$ cat config.mk
export PLATFORM = sky130hd
export DESIGN_NAME = spi_ram_master
export DESIGN_NICKNAME = d
export VERILOG_FILES = /design/src/rtl/spi_ram_master.sv
export SDC_FILE = /design/constraint.sdc
export NUM_CORES = 1
export LEC_CHECK = 0
export ABC_CLOCK_PERIOD_IN_PS = 2400
export CORE_MARGIN = 2
export CORE_UTILIZATION = 39
export CTS_CLUSTER_SIZE = 24
export DETAILED_ROUTE_END_ITERATION = 8
export PLACE_DENSITY = 0.59
export SYNTH_ARGS = -nofsm -noshare
export SYNTH_HDL_FRONTEND = slang
export SYNTH_SLANG_ARGS = --single-unit
export TNS_END_PERCENT = 100
$ cat constraint.sdc
create_clock -name clk -period 2.4 [get_ports clk]
set_input_delay 0.6 -clock clk [delete_from_list [all_inputs] [get_ports clk]]
set_output_delay 0.6 -clock clk [all_outputs]
set_load 0.02 [all_outputs]
$ cat src/rtl/spi_ram_master.sv
// spi_ram_master
// ---------------------------------------------------------------------------
// Host-side SPI master for the SPI-slave/RAM subsystem. A parallel command
// {cmd_op, cmd_data} becomes a 10-bit frame shifted MSB first on MOSI while
// SS_n is low. For a read-data command (op 11) the master waits RD_LAT cycles
// after the last MOSI bit, then samples 8 MISO bits. It returns the byte on
// rsp_data with a one-cycle rsp_valid pulse.
// The SPI bit clock is clk itself: one bit per clk cycle.
//
// Handshake: a command transfers on a rising edge where cmd_valid and
// cmd_ready are both 1. cmd_ready is 1 only in IDLE. The host holds
// cmd_valid/cmd_op/cmd_data stable until that edge, and may change them
// afterwards. rsp_valid is a single-cycle pulse with no backpressure.
//
// Ports:
//   clk, rst_n          clock (rising edge), asynchronous active-low reset
//   cmd_valid/cmd_ready command handshake
//   cmd_op[1:0]         frame bits [9:8]: 00 wr addr, 01 wr data,
//                       10 rd addr, 11 rd data
//   cmd_data[7:0]       frame bits [7:0]
//   rsp_valid           one-cycle pulse, read reply valid
//   rsp_data[7:0]       last read reply, held until the next reply
//   busy                high whenever the FSM is not in IDLE
//   SS_n, MOSI, MISO    SPI pins
//   state_dbg[2:0]      current FSM state, for checkers
//   frame_cnt[15:0]     frames completed (only with SPI_RAM_MASTER_FRAME_CNT_EN)
//
// Optional feature macro: SPI_RAM_MASTER_FRAME_CNT_EN adds the frame_cnt
// output, a wrapping count of frames that reached GAP.
// ---------------------------------------------------------------------------
module spi_ram_master #(
   parameter int LEAD   = 1,  // SS_n-low, MOSI=0 cycles before bit 9 (0-7)
   parameter int RD_LAT = 1,  // cycles between last MOSI bit and first MISO sample (0-7)
   parameter int GAP    = 1   // SS_n-high cycles after a frame (1-7)
) (
   input  logic        clk,
   input  logic        rst_n,
   input  logic        cmd_valid,
   output logic        cmd_ready,
   input  logic [1:0]  cmd_op,
   input  logic [7:0]  cmd_data,
   output logic        rsp_valid,
   output logic [7:0]  rsp_data,
   output logic        busy,
   output logic        SS_n,
   output logic        MOSI,
   input  logic        MISO,
   output logic [2:0]  state_dbg
`ifdef SPI_RAM_MASTER_FRAME_CNT_EN
   ,
   output logic [15:0] frame_cnt
`endif
);

   typedef enum logic [2:0] {
      S_IDLE  = 3'd0,
      S_LEAD  = 3'd1,
      S_SHIFT = 3'd2,
      S_WAIT  = 3'd3,
      S_RECV  = 3'd4,
      S_GAP   = 3'd5
   } state_t;

   // Counter reload values: each phase counts down to zero and is reloaded
   // on entry to the next phase, so no counter ever wraps.
   localparam logic [3:0] LEAD_LD = (LEAD   > 0) ? 4'(LEAD - 1)   : 4'd0;
   localparam logic [3:0] WAIT_LD = (RD_LAT > 0) ? 4'(RD_LAT - 1) : 4'd0;
   localparam logic [3:0] GAP_LD  = (GAP    > 0) ? 4'(GAP - 1)    : 4'd0;

   state_t      state;
   logic [9:0]  frame;   // outgoing frame; bit 9 is always the next bit to send
   logic        rd_op;   // latched "op == 11" for the frame in flight
   logic [3:0]  cnt;     // down-counter for the current phase
   logic [7:0]  rx_sh;   // MISO shift register, first sample ends in bit 7

   assign state_dbg = state;

   always_ff @(posedge clk or negedge rst_n) begin
      if (!rst_n) begin
         state     <= S_IDLE;
         frame     <= '0;
         rd_op     <= 1'b0;
         cnt       <= '0;
         rx_sh     <= '0;
         cmd_ready <= 1'b0;
         rsp_valid <= 1'b0;
         rsp_data  <= '0;
         busy      <= 1'b0;
         SS_n      <= 1'b1;
         MOSI      <= 1'b0;
`ifdef SPI_RAM_MASTER_FRAME_CNT_EN
         frame_cnt <= '0;
`endif
      end else begin
         rsp_valid <= 1'b0;
         case (state)
            S_IDLE: begin
               cmd_ready <= 1'b1;
               SS_n      <= 1'b1;
               MOSI      <= 1'b0;
               busy      <= 1'b0;
               if (cmd_valid && cmd_ready) begin
                  frame     <= {cmd_op, cmd_data};
                  rd_op     <= (cmd_op == 2'b11);
                  cmd_ready <= 1'b0;
                  busy      <= 1'b1;
                  SS_n      <= 1'b0;
                  if (LEAD == 0) begin
                     // No lead-in: the first SHIFT cycle drives bit 9 directly.
                     state <= S_SHIFT;
                     MOSI  <= cmd_op[1];
                     cnt   <= 4'd9;
                  end else begin
                     state <= S_LEAD;
                     MOSI  <= 1'b0;
                     cnt   <= LEAD_LD;
                  end
               end
            end

            S_LEAD: begin
               if (cnt == 4'd0) begin
                  state <= S_SHIFT;
                  MOSI  <= frame[9];
                  cnt   <= 4'd9;
               end else begin
                  cnt <= cnt - 4'd1;
               end
            end

            S_SHIFT: begin
               if (cnt == 4'd0) begin
                  MOSI <= 1'b0;
                  if (rd_op) begin
                     if (RD_LAT == 0) begin
                        state <= S_RECV;
                        cnt   <= 4'd7;
                     end else begin
                        state <= S_WAIT;
                        cnt   <= WAIT_LD;
                     end
                  end else begin
                     state <= S_GAP;
                     SS_n  <= 1'b1;
                     cnt   <= GAP_LD;
`ifdef SPI_RAM_MASTER_FRAME_CNT_EN
                     frame_cnt <= frame_cnt + 16'd1;
`endif
                  end
               end else begin
                  // frame[9] is on the wire now; frame[8] goes out next.
                  MOSI  <= frame[8];
                  frame <= {frame[8:0], 1'b0};
                  cnt   <= cnt - 4'd1;
               end
            end

            S_WAIT: begin
               if (cnt == 4'd0) begin
                  state <= S_RECV;
                  cnt   <= 4'd7;
               end else begin
                  cnt <= cnt - 4'd1;
               end
            end

            S_RECV: begin
               rx_sh <= {rx_sh[6:0], MISO};
               if (cnt == 4'd0) begin
                  rsp_data  <= {rx_sh[6:0], MISO};
                  rsp_valid <= 1'b1;
                  state     <= S_GAP;
                  SS_n      <= 1'b1;
                  cnt       <= GAP_LD;
`ifdef SPI_RAM_MASTER_FRAME_CNT_EN
                  frame_cnt <= frame_cnt + 16'd1;
`endif
               end else begin
                  cnt <= cnt - 4'd1;
               end
            end

            S_GAP: begin
               if (cnt == 4'd0) begin
                  state     <= S_IDLE;
                  cmd_ready <= 1'b1;
                  busy      <= 1'b0;
               end else begin
                  cnt <= cnt - 4'd1;
               end
            end

            default: begin
               state     <= S_IDLE;
               SS_n      <= 1'b1;
               MOSI      <= 1'b0;
               cmd_ready <= 1'b0;
               busy      <= 1'b0;
            end
         endcase
      end
   end

endmodule

# Word-level counts from Yosys, hierarchy flattened
# Cells that the tools add are included.
[classes] addsub=1 eq_ne=15 n_mux=31 bitwise_logic=3 n_reduce_logical=17
[ops] op="3-bit 2-to-1 mux" count=7
[ops] op="10-bit 2-to-1 mux" count=2
[ops] op="4-bit 2-to-1 mux" count=5
[ops] op="10-bit case mux with 2 select lines" count=1
[ops] op="4-bit case mux with 5 select lines" count=1
[ops] op="2-bit != test (second input constant)" count=9
[ops] op="3-bit case mux with 6 select lines" count=1
[ops] op="1-bit 2-to-1 mux" count=10
[ops] op="1-bit case mux with 3 select lines" count=3
[ops] op="2-bit AND reduction" count=4
[ops] op="3-bit by 2-bit equality test with 1-bit output (second input constant)" count=2
[ops] op="3-bit equality test (second input constant)" count=2
[ops] op="3-bit AND reduction" count=2
[ops] op="6-bit AND reduction" count=1
[ops] op="3-bit OR reduction" count=2
[ops] op="5-bit nonzero test" count=1
[ops] op="4-bit logical NOT" count=1
[ops] op="1-bit case mux with 4 select lines" count=1
[ops] op="4-bit AND reduction" count=1
[ops] op="4-bit OR reduction" count=1
[ops] op="4-bit by 1-bit subtractor with 4-bit output (second input constant)" count=1
[ops] op="3-bit by 1-bit equality test with 1-bit output (second input constant)" count=1
[ops] op="3-bit logical NOT" count=1
[ops] op="1-bit NOT" count=3
[ops] op="other kinds (4)" count=4
[totals] register_bits=38 output_inout_bits=16 elab_cells=78

# Depth between registers and ports, before layout
# Gate-level depths: netlist (run 1).
[logic_depth] depth_word=4 mapped_depth=9

# Worst setup path before layout (run 1)
# OpenSTA, ideal clock, no wires.
[synth_path] path_type="register to register" startpoint="register cnt[0]" endpoint="register frame[0]" setup_ns=0.121 arrival_time_ns=1.810 required_ns=2.279 setup_slack_ns=0.468 stages_incl_launch_ff=10 synth_period_minus_slack_ns=1.932 path_cell_list="dfrtp_1 > clkbuf_1 > inv_1 > ha_1 > or3b_1 > buf_6 > nand4_4 > and2_4 > buf_6 > a22o_2"
[synth_via] elab_chain_cells=3
[synth_rtl] item="from (decl)" line_no="73" text="logic [3:0] cnt;"
[synth_rtl] item="from (signal assigned)" line_no="127" text="cnt <= cnt - 4'd1;"
[synth_rtl] item="from (signal assigned)" line_no="154" text="cnt <= cnt - 4'd1;"
[synth_rtl] item="from (signal assigned)" line_no="163" text="cnt <= cnt - 4'd1;"
[synth_rtl] item="4-bit logical NOT" line_no="132" text="if (cnt == 4'd0) begin"
[synth_rtl] item="2-bit != test (no line)"
[synth_rtl] item="3-bit AND reduction (no line)"
[synth_rtl] item="to (signal assigned)" line_no="103" text="frame <= {cmd_op, cmd_data};"
[synth_rtl] item="to (signal assigned)" line_no="153" text="frame <= {frame[8:0], 1'b0};"
[synth_rtl] item="to (decl)" line_no="71" text="logic [9:0] frame;"
# No other way between the ends.
# A chain may end at the register's enable or synchronous reset.

# Worst setup path in the final report (run 1)
[layout_path] startpoint="register state[1], in the netlist state_dbg[1]" endpoint="output port state_dbg[1]"
[layout_rtl] item="from (decl)" line_no="70" text="state_t state;"
[layout_rtl] item="from (signal assigned)" line_no="80" text="state <= S_IDLE;"
[layout_rtl] item="from (signal assigned)" line_no="110" text="state <= S_SHIFT;"
[layout_rtl] item="from (signal assigned)" line_no="114" text="state <= S_LEAD;"
[layout_rtl] item="to (decl)" line_no="48" text="output logic [2:0] state_dbg"
# No word-level cell between the ends.

==> results.json, run 1 <==
{
  "yosys_warnings": 0,
  "grt_usage_pct": 16.1,
  "switching_power_mw": 1.21,
  "finalSetupViolations": 0,
  "slowest_delay_ps": 640,
  "pwr-share-clk_pct": 15.2,
  "synth.avg_cell_area_um2": 10.7,
  "h-tree-depth": 2,
  "n_antenna_cell": 0,
  "finClkSkew_ps": 3.06,
  "wl_per_cell_um": 14.9,
  "ant_nets": 0,
  "cts_setup_buffers": 0,
  "dieHeight_um": 72.9,
  "worst_hold_slack_ps": 411,
  "clkLatencyLatePin_ps": 290,
  "antenna_found_initial": 0,
  "crit_fanout": 11,
  "ys_top_cells_by_area": "dfrtp_1, mux2_2, o22ai_1",
  "start_kind": "flip-flop",
  "die_width_um": 72.9,
  "slew_violations": 0,
  "synth_nets": 189,
  "slew_headroom_pct": 43.8,
  "cp-end-kind": "primary output",
  "synth_top_area_cell": "dfrtp_1",
  "ctsHoldBuffers": 0,
  "areaGrowthSynthToFinish_pct": 23.4,
  "synth_seq_area_share_pct": 51.4,
  "route.detailed.drc": 0,
  "synth_common_cells": "dfrtp_1, inv_1, mux2_2",
  "nets": 221,
  "pwr_density_cell_nw_per_um2": 1320,
  "port_buffers": 29,
  "row_count": 25,
  "final_layout_size_suffix_gt1_share_pct": 18.4,
  "cts_root_buffer": "clkbuf_8",
  "grt_pass1_wl_um": 6580,
  "dr.pass1.iters": 4,
  "worstPathRequired_ps": 1800,
  "io_pins": 30,
  "first_iter_violations": 115,
  "syn_area_um2": 1850,
  "post_cts_resize_count": 0,
  "tns_ps": 0,
  "worstReg2RegStart": "cnt[0]",
  "cp.buffers_inverters": 2,
  "grt_pass1_vias": 1414,
  "min_period_ps": 2100,
  "cts_buffer_depth": 2,
  "total_power_mw": 3.02,
  "vias": 1432,
  "grt-ovfl-total": 0,
  "post-route-util_pct": 49.0,
  "grt_start_max_net_pins": 39,
  "worst_ep_arrival_time_ps": 1500,
  "synth_top_area_share_pct": 50.0,
  "ys_types": 43,
  "synth-seq-cells": 38,
  "share_comb_of_total_power_pct": 47.5,
  "power_leakage_nw": 1.00,
  "dpl_cell_area_um2": 2190,
  "hpwlAfterDp_um": 2780,
  "final-hold-violation-count": 0,
  "synth_most_common_cell": "dfrtp_1",
  "hp-class": "in -> async",
  "synth_edf_count": 0,
  "outcome": "completed",
  "rsz0062_at_grt": "no",
  "criticalPathCategory": "reg -> out",
  "cpMaxStageDelayCell": "clkdlybuf4s50_1",
  "sw_frac_of_total_pct": 39.9,
  "crit_chain": "buf_4, clkdlybuf4s50_1",
  "ys_async_sr_fraction_pct": 100,
  "cpLargestDelayFamily": "buffers and inverters",
  "tightest_slew_ps": 843,
  "numCtsBuffers": 5,
  "wirelength_um": 3880,
  "clock_sinks": 38,
  "fmax_ghz": 0.477,
  "die-area_um2": 5320,
  "stdcell_area_um2": 2290,
  "irDropWorstVdd_uv": 577,
  "avgViaCountPerCell": 5.51,
  "synth_cells": 173,
  "cts_tree": "built",
  "cap_violations": 0,
  "gp_congestion": 0.852,
  "clk_transition_reported_paths_ps": 70,
  "p_int_mw": 1.82,
  "synth_ff_type": "dfrtp_1",
  "core_um2": 4660,
  "pwr-share-seq_pct": 37.3,
  "final.period_utilization_pct": 87.4,
  "start_util_pct": 39.7,
  "critPathLaunch": "state_dbg[1]"
}
-- metrics by stage --
stage,instances,worst slack [ps]
2_1_floorplan,173,468
3_3_place_gp,252,518
3_5_place_dp,252,457
4_1_cts,260,300
5_1_grt,260,229
6_report,260,303
-- cells in the final DEF, fill, tap and decap left out, types with 2 or more instances in the layout --
cell type and instances:
dfrtp_1 37, a32oi_1 2, nand3_1 4, inv_1 15
mux2_2 15, nand2_1 6, o21ai_0 12, buf_4 6
a211oi_1 3, o22ai_1 10, nand2b_1 3, nor2_1 10
o31ai_1 2, clkbuf_8 6, a31oi_1 2, ha_1 2
nor3_1 3, clkdlybuf4s50_1 28, a21oi_1 12, mux2i_1 3
-- worst paths after layout --
check	to	cells past startpoint	slack, ps
setup / recovery	state_dbg[1]	2	300
hold / removal	state_dbg[1]	1	410
setup reg to reg	cnt[2]	6	420
hold reg to reg	rsp_data[0]	1	510
max in group asynchronous	rx_sh[2]	1	1460
min in group clk	rsp_data[0]	1	510
-- power by group through the flow --
| stage | logic [mW] | registers [mW] | clock network [mW] |
|---|---|---|---|
| 2_1_floorplan | 0.918 | 1.20 | 0 |
| 3_3_place_gp | 1.41 | 1.13 | 0 |
| 3_5_place_dp | 1.43 | 1.14 | 0 |
| 4_1_cts | 1.44 | 1.13 | 0.471 |
| 5_1_grt | 1.58 | 1.17 | 0.497 |
| 6_report | 1.43 | 1.13 | 0.459 |
-- routing by layer --
layer	share of wire [%]	vias to the layer above	global-route usage (%)	wire length (um)
met5	0	-	0	0
met4	1.5	0	7.41	57
met3	4.8	6	4.42	186
met2	46	33	23.5	1780
met1	48	696	22.1	1860
li1	-	697	-	-
-- kinds of logic (layout without fill, tap and decap cells) --
group,count (synthesis),in the layout,synth area share (%)
and+or+nand+nor,36,36,11.9
muxes,18,18,10.7
adders and majority gates,2,2,1.35
AOI/OAI and AO/OA,53,53,18.2
buffers and inverters,26,59,6.42
DFF,38,38,51.4
-- flip-flops by register name, summed over array words and instances, names as in the netlist --
register	cells
SS_n	1
MOSI	1
rx_sh	7
state_dbg	3
rsp_valid	1
cmd_ready	1
frame	10
rsp_data	8
rd_op	1
busy	1
cnt	4
-- layout make-up --
cell class / instances / area, um2
clock buffer: 6 / 82.6
clock inverter: 2 / 12.5
fill: 418 / 2370
inverter: 16 / 60.1
multi-input combinational: 109 / 781
sequential: 38 / 952
tap: 54 / 67.6
timing repair buffer: 35 / 330
Power figures use the tool's default switching activity.
==> inputs of run 2 (changes only) <==
Settings changed: CAP_MARGIN set to 40.
==> run 2 against run 1 <==
Die area is the same. Non-clock buffer count grew 1. Register-to-register slack is essentially flat. Critical path depth is the same. Sequential power is essentially flat. Largest power group unchanged. Core utilization grew 0.43 points. First-iteration DRC count shrank 31%. Power grew 0.20%.
==> results.json, run 2 (synthesized netlist as in run 1, its figures left out) <==
{
  "hp-class": "in -> async",
  "dp_cells": 252,
  "final-hold-violation-count": 0,
  "cts_tree": "built",
  "tightest_slew_ps": 466,
  "outcome": "completed",
  "layout_commonest_cell": "dfrtp_1",
  "pwr_density_cell_nw_per_um2": 1310,
  "cpMaxStageDelayCell": "clkdlybuf4s50_1",
  "grt_usage_pct": 16.1,
  "irDropWorstVdd_uv": 578,
  "dpl_cell_area_um2": 2190,
  "criticalPathCategory": "reg -> out",
  "fmax_ghz": 0.476,
  "grt_start_max_net_pins": 39,
  "cts_root_buffer": "clkbuf_8",
  "ctsHoldBuffers": 0,
  "rsz0062_at_grt": "no",
  "stdcell_area_um2": 2310,
  "worst_ep_arrival_time_ps": 1500,
  "power_leakage_nw": 1.01,
  "crit_chain": "buf_4, clkdlybuf4s50_1",
  "final.period_utilization_pct": 87.5,
  "nets": 222,
  "largestRegisters": "frame x10, rsp_data x8, rx_sh x7",
  "post_cts_resize_count": 0,
  "fin_ws_ps": 301,
  "avgViaCountPerCell": 5.48,
  "clkLatencyLatePin_ps": 290,
  "first_iter_violations": 79,
  "n_antenna_cell": 0,
  "final_cell_mix": "dfrtp_1, clkdlybuf4s50_1, inv_1, mux2_2",
  "cts_setup_buffers": 0,
  "port_buffers": 29,
  "start_util_pct": 39.7,
  "regMostFlops": "frame",
  "die-area_um2": 5320,
  "h-tree-depth": 2,
  "vias": 1430,
  "die_width_um": 72.9,
  "final_layout_size_suffix_gt1_share_pct": 18.8,
  "worstPathRequired_ps": 1800,
  "finalNonFillerCells": 261,
  "cap_violations": 0,
  "finalSetupViolations": 0,
  "tns_ps": 0,
  "dieHeight_um": 72.9,
  "min_period_ps": 2100,
  "start_kind": "flip-flop",
  "slew_violations": 0,
  "post-route-util_pct": 49.5,
  "cp-end-kind": "primary output",
  "core_um2": 4660,
  "slew_headroom_pct": 68.8,
  "gp_congestion": 0.852,
  "cts_buffer_depth": 2,
  "numCtsBuffers": 5,
  "dr.pass1.iters": 4,
  "clock_sinks": 38,
  "hpwlAfterDp_um": 2780,
  "areaGrowthSynthToFinish_pct": 24.5,
  "finClkSkew_ps": 3.27,
  "slowest_delay_ps": 640,
  "grt_pass1_wl_um": 6580,
  "wirelength_um": 3890,
  "clk_transition_reported_paths_ps": 80,
  "grt_pass1_vias": 1414,
  "io_pins": 30,
  "grt-ovfl-total": 0,
  "dpl_worst_slack_ps": 457,
  "crit_fanout": 11,
  "ant_nets": 0,
  "nFillCells": 416,
  "largest_register_ffs": 10,
  "antenna_found_initial": 0,
  "row_count": 25,
  "route.detailed.drc": 0,
  "wl_per_cell_um": 14.9
}
## run 2: power breakdown
| group | internal (mW) | switching [mW] | total (mW) |
|---|---|---|---|
| combinational | 0.662 | 0.777 | 1.44 |
| clock | 0.231 | 0.227 | 0.458 |
| sequential | 0.926 | 0.204 | 1.13 |
| total | 1.82 | 1.21 | 3.03 |
## run 2: layout make-up
class	count	area (um2)	area share, %
Sequential cell	38	952	41.3
Multi-Input combinational cell	109	781	33.9
Timing Repair Buffer	36	350	15.2
Clock buffer	6	82.6	3.58
Tap cell	54	67.6	2.93
Inverter	16	60.1	2.60
Clock inverter	2	12.5	0.543
## run 2: worst max-delay path: cells and delay by family (launching register included)
family	cells	cell delay, ps
DFF	1	360
buffers and inverters	2	850
## run 2: path summary, 6_finish.rpt
kind                         startpoint            to  slack (ps)  cells after the start
min reg2reg                 rsp_data[0]   rsp_data[0]         510                      1
min                               rst_n  state_dbg[2]         200                      1
max in group asynchronous         rst_n      rx_sh[2]        1760                      2
max                        state_dbg[1]  state_dbg[1]         300                      2
min in group clk            rsp_data[0]   rsp_data[0]         510                      1
max reg2reg                      cnt[0]        cnt[2]         430                      6
## run 2: stage by stage
stage,hold slack [ps],power [mW]
after global routing,220,3.26
final,205,3.03
after CTS,440,3.04
after global placement,488,2.55
after detailed placement,492,2.57
after floorplan,304,2.12
## run 2: layer usage
layer	wire, um	up-vias	global-route usage [%]
li1	-	692	-
met1	1840	693	22.1
met2	1800	39	23.5
met3	194	6	4.42
met4	53	0	7.41
met5	0	-	0
